## config.mk

```make
export PLATFORM = sky130hd
export DESIGN_NAME = hazard_stall_ctrl
export DESIGN_NICKNAME = d
export VERILOG_FILES = /design/src/rtl/hazard_stall_ctrl.sv
export SDC_FILE = /design/constraint.sdc
export NUM_CORES = 1
export LEC_CHECK = 0
export ABC_AREA = 1
export ABC_CLOCK_PERIOD_IN_PS = 2400
export CAP_MARGIN = 20
export CORE_MARGIN = 4
export CORE_UTILIZATION = 48
export CTS_CLUSTER_DIAMETER = 200
export DETAILED_ROUTE_END_ITERATION = 8
export GPL_TIMING_DRIVEN = 0
export PLACE_DENSITY = 0.8
export SLEW_MARGIN = 5
export SYNTH_ARGS = -nofsm -noshare
export SYNTH_HDL_FRONTEND = slang
export SYNTH_SLANG_ARGS = --single-unit
```

## constraint.sdc

```tcl
create_clock -name clk -period 2.4 [get_ports clk]
set_clock_uncertainty 0.2 [all_clocks]
set_input_delay 0.48 -clock clk [delete_from_list [all_inputs] [get_ports clk]]
set_output_delay 0.48 -clock clk [all_outputs]
set_load 0.03 [all_outputs]
```

## src/rtl/hazard_stall_ctrl.sv

```systemverilog
// Hazard/stall controller beside ID and EX: load-use bubbles, HI/LO occupancy
// by multi-cycle mult/div, taken-branch squashes, and a stall-cycle counter.
module hazard_stall_ctrl #(
    parameter int MULT_CYCLES = 4,
    parameter int DIV_CYCLES  = 32,
    parameter int CNT_W       = 6
) (
    input  logic        clk,
    input  logic        reset,
    input  logic [4:0]  Rs_From_IF_ID,
    input  logic [4:0]  Rt_From_IF_ID,
    input  logic [1:0]  RegRead,
    input  logic        HiLo_Use_ID,
    input  logic [4:0]  Rt_From_ID_EX,
    input  logic        MemRead_From_ID_EX,
    input  logic [3:0]  RegWrite_From_ID_EX,
    input  logic        MulDiv_Start_EX,
    input  logic        MulDiv_IsDiv_EX,
    input  logic        Branch_Taken_EX,
    output logic        PC_Write,
    output logic        IF_ID_Write,
    output logic        IF_ID_Flush,
    output logic        ID_EX_Flush,
    output logic        MulDiv_Busy,
    output logic        MulDiv_Done,
    output logic [15:0] Stall_Count
);

    typedef enum logic {RUN, LU_STALL} state_t;

    state_t             state_q, state_d;
    logic [CNT_W-1:0]   md_cnt_q, md_cnt_d;
    logic [15:0]        stall_cnt_q, stall_cnt_d;

    logic               lu_haz;
    logic               md_haz;
    logic               stall;
    logic               md_busy;
    logic               src_match;

    assign md_busy = (md_cnt_q != '0);

    always_comb begin
        src_match = (RegRead[0] && (Rs_From_IF_ID == Rt_From_ID_EX)) ||
                    (RegRead[1] && (Rt_From_IF_ID == Rt_From_ID_EX));
        lu_haz    = (state_q == RUN) && MemRead_From_ID_EX &&
                    (RegWrite_From_ID_EX != 4'd0) && (Rt_From_ID_EX != 5'd0) &&
                    src_match;
        md_haz    = HiLo_Use_ID && md_busy;
        // A taken branch squashes the dependent instruction, so it never stalls.
        stall     = (lu_haz || md_haz) && !Branch_Taken_EX;
    end

    always_comb begin
        state_d = state_q;
        case (state_q)
            RUN:      if (lu_haz && !Branch_Taken_EX) state_d = LU_STALL;
            LU_STALL: state_d = RUN;
            default:  state_d = RUN;
        endcase
    end

    always_comb begin
        md_cnt_d = md_cnt_q;
        // A start while busy cannot legally occur and must not reload the count.
        if (MulDiv_Start_EX && !md_busy) begin
            md_cnt_d = MulDiv_IsDiv_EX ? CNT_W'(DIV_CYCLES) : CNT_W'(MULT_CYCLES);
        end else if (md_busy) begin
            md_cnt_d = md_cnt_q - CNT_W'(1);
        end
    end

    always_comb begin
        stall_cnt_d = stall_cnt_q;
        if (stall && (stall_cnt_q != 16'hFFFF)) begin
            stall_cnt_d = stall_cnt_q + 16'd1;
        end
    end

    always_comb begin
        PC_Write    = 1'b0;
        IF_ID_Write = 1'b0;
        IF_ID_Flush = 1'b1;
        ID_EX_Flush = 1'b1;
        MulDiv_Busy = 1'b0;
        MulDiv_Done = 1'b0;
        if (!reset) begin
            PC_Write    = !stall;
            IF_ID_Write = !stall;
            IF_ID_Flush = Branch_Taken_EX;
            ID_EX_Flush = stall || Branch_Taken_EX;
            MulDiv_Busy = md_busy;
            MulDiv_Done = (md_cnt_q == CNT_W'(1));
        end
    end

    assign Stall_Count = stall_cnt_q;

    always_ff @(posedge clk) begin
        if (reset) begin
            state_q     <= RUN;
            md_cnt_q    <= '0;
            stall_cnt_q <= 16'd0;
        end else begin
            state_q     <= state_d;
            md_cnt_q    <= md_cnt_d;
            stall_cnt_q <= stall_cnt_d;
        end
    end

endmodule

```

==> results of run 1 <==
path summary, 6_finish.rpt:
check	to	slack [ns]	startpoint
setup reg to reg	Stall_Count[10]	0.52	md_cnt_q[0]
hold reg to reg	md_cnt_q[0]	0.29	md_cnt_q[0]
setup / recovery	PC_Write	-0.002	RegWrite_From_ID_EX[3]
hold / removal	md_cnt_q[0]	0.29	md_cnt_q[0]
flip-flops by register name (all words and copies together), names as in the netlist:
signal and cells:
Stall_Count 16, md_cnt_q 6, state_q 1
per-stage QoR:
stage | hold WS, ns | area, sq um | std cells
finish | 0.294 | 2380 | 401
global route | 0.318 | 2380 | 401
CTS | 0.295 | 2340 | 399
detailed placement | 0.279 | 2310 | 395
global placement | 0.267 | 2310 | 395
floorplan | 0.255 | 1760 | 300
Yosys cell counts:
cell type   n
a21oi_1     4
and3_1      1
buf_1       3
buf_2       1
buf_4       2
buf_6       2
clkbuf_1    1
dfxtp_1    23
ha_1        4
inv_1      62
inv_2       4
nand2_1    84
nand2_2     2
nand2_4     1
nand3_1    25
nand3_2     1
nand3b_1    1
nand4_1    19
nand4_4     1
nor2_1     42
nor2_2      6
nor2_4      1
nor3_1      1
nor4_2      1
o21ai_0     1
o22ai_1     1
o32ai_1     1
or3b_2      1
xnor2_1     3
xor2_1      1
where the power goes:
part | switching [W] | internal [W] | total (W)
logic | 0.000382 | 0.000267 | 0.000649
clock network | 0.000136 | 0.000116 | 0.000252
registers | 0.0000467 | 0.000437 | 0.000484
repair_timing:
| action | in CTS | in global routing |
|---|---|---|
| gates resized for setup | 47 | 7 |
| setup endpoints to repair | 6 | 5 |
| buffers inserted | 2 | 2 |
| pin swaps | 11 | 7 |
| hold buffers | 0 | 0 |
worst max-delay path: stages:
cell and delay, ns:
clkdlybuf4s50_1 0.40, nor2_1 0.11, nand2_1 0.06, nand3b_1 0.09
nor2_2 0.04, nand2_2 0.10, nand2_4 0.06, a21oi_4 0.15
buf_6 0.11, buf_6 0.11
cells by family (layout without fill, tap and decap cells):
group	after synthesis	after routing	share of synthesized area (%)
simple gates	187	187	49.1
buf+inv	75	130	17.4
flops	23	23	26.3
compound gates	7	7	2.29
fa+ha+maj	4	4	2.86
xor+xnor	4	4	2.00
metal layers:
| layer | share of wire, % | up-vias |
|---|---|---|
| li1 | - | 1024 |
| met1 | 45 | 861 |
| met2 | 49 | 55 |
| met3 | 5.3 | 6 |
| met4 | 0.83 | 0 |
| met5 | 0 | - |
area by class of cell:
type | instances | area (sq um) | area share, %
buffer | 7 | 52.6 | 2.21
clock buffer | 3 | 41.3 | 1.74
clock inverter | 1 | 5.00 | 0.210
inverter | 66 | 251 | 10.6
multi-input combinational | 202 | 1010 | 42.4
sequential | 23 | 460 | 19.3
tap | 46 | 57.6 | 2.42
timing repair buffer | 53 | 502 | 21.1
==> flow_summary_export.csv, run 1 <==
group,metric,value,unit
outcome,status,"finished, violations left",
outcome,violations,"negative setup slack",
critical_path,worstRegToRegCells,11,
yosys,synth_seq_area_share,26.3,%
yosys,syn_nets,332,
cts,cts_buffer_depth,2,
global_route,grt_max_degree,16,
yosys,syn_inst,300,
placed_design,gp_congestion,0.909,
timing,rsz0062_at_grt,"yes",
critical_path,worstSetupEndpointType,"primary output",
timing,final.min_clock_period,2.40,ns
yosys,synth.distinct_cells,30,
global_route,use_met3,3.78,%
layout,final_cell_mix,"nand2_1 (82), inv_1 (60), nor2_1 (41)",
timing,finalHoldViolCount,0,
cts,clock_sinks,23,
layout,post-route-util,69.1,%
layout,drive_gt1_share,12.4,%
power,p_total,0.00138,W
timing,worst_pin_slew,0.458,ns
floorplan,io_pins,50,
yosys,syn_area,1750,sq um
yosys,ys_warn_count,0,
cts,htreeDepth,1,
timing,setup_ws,-0.00177,ns
flow_run,drv_cap,0,
layout,final_nets,388,
hold_path,worstHoldPathCells,1,
global_route,grt_antenna_before_repair,0,
yosys,yosysTopAreaCell,"dfxtp_1",
cts,tritoncts,"yes",
critical_path,worstSetupPathType,"in -> out",
detailed_routing,via_count,1946,
global_route,grt_pass1_wl,7.29,mm
detailed_routing,drt-pass1-iter-count,4,
global_route,grt.total_usage,19.9,%
cts,cts_root_buf,"clkbuf_8",
cts,insertion_delay,0.27,ns
critical_path,cp.arrival,1.72,ns
placed_design,dp_slack,-0.884,ns
power,p_leak,1.19,nW
layout,antenna_cells,0,
layout,fill_cells,324,
global_route,busiest_layer,"met2",
cts,cts_buffers,3,
yosys,synth_top_cell_area_share,26.3,%
detailed_routing,drt_iter0_markers,160,
hold_path,hold_path_class,"reg -> reg",
floorplan,die-area,4680,sq um
critical_path,startpoint_type,"input pin",
timing,slew_headroom,69.4,%
detailed_routing,drcViolationCount,0,
timing,setup_tns,-0.00177,ns
placed_design,hpwl,3.40,mm
timing,setup_viol,1,
detailed_routing,wirelength,4.43,mm
detailed_routing,wl_per_cell,11.1,um
power,ir_worst_vdd,0.000594,V
detailed_routing,viasPerCell,4.85,
cts,cts.clk_slew.worst_paths,0.08,ns
global_route,grt_pass1_vias,1653,
global_route,met1_usage,26.1,%
timing,drv_slew,0,
layout,area_growth_syn_to_layout,35.9,%
placed_design,numPortBuffers,49,
timing,timing.fmax,416,MHz
global_route,overflow,0,
critical_path,required,1.72,ns
floorplan,coreArea,3440,sq um
floorplan,chipWidth,68.4,um
floorplan,row_count,21,
timing,period_share,100,%
yosys,synth_area_leaders,"dfxtp_1 (26%), nand2_1 (18%), inv_1 (13%)",
yosys,synth_seq_cells,23,
layout,final_common_cell,"nand2_1",
power,power_density,582,nW/um^2
yosys,syn_avg_cell_area,5.84,sq um
detailed_routing,detail-route-antenna-nets,0,
critical_path,cp_max_fo,3,
floorplan,start_util,50.9,%
floorplan,die_h,68.4,um
global_route,grtUsageMet2,34.1,%
Note: power is estimated with default switching activity, not from simulation.
==> run 2: changes to the inputs <==
--- a/config.mk
+++ b/config.mk
@@ -7,7 +7,6 @@
 export LEC_CHECK = 0
 export ABC_AREA = 1
 export ABC_CLOCK_PERIOD_IN_PS = 2400
-export CAP_MARGIN = 20
 export CORE_MARGIN = 4
 export CORE_UTILIZATION = 48
 export CTS_CLUSTER_DIAMETER = 200
==> results of run 2 <==
Same layout as run 1: the final DEF is identical, and so are final timing and power.
==> run 3: changes to the inputs <==
--- a/config.mk
+++ b/config.mk
@@ -7,11 +7,12 @@
 export LEC_CHECK = 0
 export ABC_AREA = 1
 export ABC_CLOCK_PERIOD_IN_PS = 2400
-export CORE_MARGIN = 4
+export CORE_MARGIN = 3
 export CORE_UTILIZATION = 48
 export CTS_CLUSTER_DIAMETER = 200
 export DETAILED_ROUTE_END_ITERATION = 8
 export GPL_TIMING_DRIVEN = 0
+export HOLD_SLACK_MARGIN = 0.12
 export PLACE_DENSITY = 0.8
 export SLEW_MARGIN = 5
 export SYNTH_ARGS = -nofsm -noshare
==> run 3 against run 2 <==
Compared with the run above:
- the flow now finishes without violations
- sequential cell count is the same
- maximum frequency grew 0.99%
- register-to-register slack is essentially flat
- hold slack lost 0.035 ns
- die area shrank 5.8%
- routed wire length shrank 4.5%
- via count grew 0.15%
- setup slack gained 0.024 ns
==> flow_summary_export.csv, run 3 (synthesized netlist as in run 1, its figures left out) <==
group,metric,value,unit
timing,whs,0.259,ns
timing,rsz0062_at_grt,"yes",
layout,largest_reg_flops,16,
placed_design,dp_slack,-0.881,ns
layout,final_common_cell,"nand2_1",
floorplan,die_h,66.4,um
detailed_routing,viasPerCell,4.87,
cts,cts_root_buf,"clkbuf_4",
layout,final_cell_mix,"nand2_1 (82), inv_1 (60), nor2_1 (41)",
layout,area_growth_syn_to_layout,36.4,%
cts,cts.clk_slew.worst_paths,0.13,ns
cts,htreeDepth,1,
critical_path,cp_max_fo,3,
global_route,grt_max_degree,16,
timing,slew_headroom,67.5,%
timing,finalHoldViolCount,0,
layout,register_area,462,sq um
timing,setup_tns,0,ns
hold_path,worstHoldPathCells,1,
placed_design,hpwl,3.37,mm
cts,clock_sinks,23,
global_route,grt_pass1_wl,7.32,mm
cts,tritoncts,"yes",
layout,fill_cells,312,
detailed_routing,wirelength,4.23,mm
critical_path,cp.arrival,1.70,ns
global_route,grt_pass1_vias,1730,
floorplan,start_util,51.3,%
layout,drive_gt1_share,12.7,%
floorplan,row_count,21,
cts,cts_buffers,3,
detailed_routing,drt_iter0_markers,243,
critical_path,worstSetupPathType,"in -> out",
critical_path,crit_top_cell,"buf_6",
layout,multi_input_comb_area,1040,sq um
floorplan,die-area,4410,sq um
detailed_routing,drcViolationCount,0,
hold_path,whs_endpoint,"md_cnt_q[0]",
outcome,status,"completed",
critical_path,path_cells,"clkdlybuf4s50_1 -> nand2_1 -> nor2_1 -> nand3_1 -> nand2_2 -> nand2_4 -> nand2_8 -> a21oi_4 -> buf_6 -> buf_6",
layout,antenna_cells,0,
detailed_routing,detail-route-antenna-nets,0,
placed_design,place_inst,395,
power,power_density,560,nW/um^2
detailed_routing,wl_per_cell,10.6,um
timing,drv_slew,0,
global_route,grt_antenna_before_repair,0,
hold_path,hold_path_class,"reg -> reg",
detailed_routing,drt-pass1-iter-count,4,
layout,final_nets,387,
timing,setup_ws,0.0219,ns
hold_path,worstHoldStart,"md_cnt_q[0]",
global_route,overflow,0,
critical_path,worstRegToRegCells,10,
critical_path,path_delay_family,"buffers and inverters",
detailed_routing,via_count,1949,
floorplan,chipWidth,66.4,um
critical_path,cpPeakStageDelay,0.45,ns
flow_run,drv_cap,0,
floorplan,coreArea,3420,sq um
critical_path,path_buf_inv,3,
critical_path,cp_slowest_cell,"clkdlybuf4s50_1",
cts,cts_buffer_depth,2,
timing,period_share,99.1,%
power,ir_worst_vdd,0.000449,V
timing,setup_viol,0,
critical_path,required,1.72,ns
placed_design,numPortBuffers,49,
power,p_total,0.00134,W
power,p_leak,1.21,nW
critical_path,worstSetupEndpointType,"primary output",
timing,final.min_clock_period,2.38,ns
critical_path,reg2reg_from,"Stall_Count[0]",
timing,worst_pin_slew,0.488,ns
critical_path,cp.depth,10,
floorplan,io_pins,50,
cts,ctsHoldBuffers,0,
timing,timing.fmax,421,MHz
layout,stdcell_count,400,
placed_design,gp_congestion,0.881,
critical_path,r2r_slack,0.53,ns
global_route,grt.total_usage,20.7,%
critical_path,rr_endpoint,"Stall_Count[6]",
critical_path,startpoint_type,"input pin",
cts,insertion_delay,0.31,ns
run 3: cell types whose count changed in the layout (fill, tap and decap cells not counted), moves of 2 or more:
cell / previous run / this run
clkdlybuf4s50_1: 25 / 23
dlymetal6s2s_1: 1 / 4
clkbuf_8: 3 / 0
nand2_2: 4 / 2
clkbuf_4: 0 / 4
run 3: how the worst max path moves through the flow:
stage | startpoint | end | slack (ns)
finish | RegRead[0] | PC_Write | 0.02
detailed placement | Rt_From_ID_EX[2] | PC_Write | -0.88
global route | md_cnt_q[0] | MulDiv_Busy | -0.06
floorplan | Rt_From_ID_EX[2] | PC_Write | 0.12
global placement | Rt_From_ID_EX[1] | PC_Write | -0.86
CTS | RegWrite_From_ID_EX[3] | PC_Write | -0.04
run 3: final cells by class:
class,instances,area share [%]
buffer,7,2.20
clock buffer,3,0.942
clock inverter,1,0.209
inverter,66,10.5
multi-input combinational,202,43.6
sequential,23,19.3
tap,46,2.41
timing repair buffer,52,20.8
run 3: timing repair:
action / CTS / global route
gates resized for setup: 50 / 10
setup buffers: 1 / 2
endpoints found under the setup margin: 6 / 5
pin swaps: 11 / 7
run 3: metal layers:
layer,vias to the layer above,global-route usage [%],wire [um]
met3,4,2.89,242
met5,-,0,0
li1,1033,-,-
met2,50,33.2,1950
met4,0,5.58,41
met1,862,28.9,2000
run 3: power breakdown:
group	switching, W	internal, W	leakage [nW]	total (W)
logic	0.000391	0.000279	1.01	0.000670
clock network	0.000119	0.0000624	0.0177	0.000182
registers	0.0000462	0.000439	0.187	0.000485
total	0.000557	0.000781	1.21	0.00134
run 3: through the flow:
step           area, sq um  util, %
2_1_floorplan         1760        -
3_3_place_gp          2310     67.7
3_5_place_dp          2310     67.7
4_1_cts               2340     68.5
5_1_grt               2390     70.0
6_report              2390     70.0
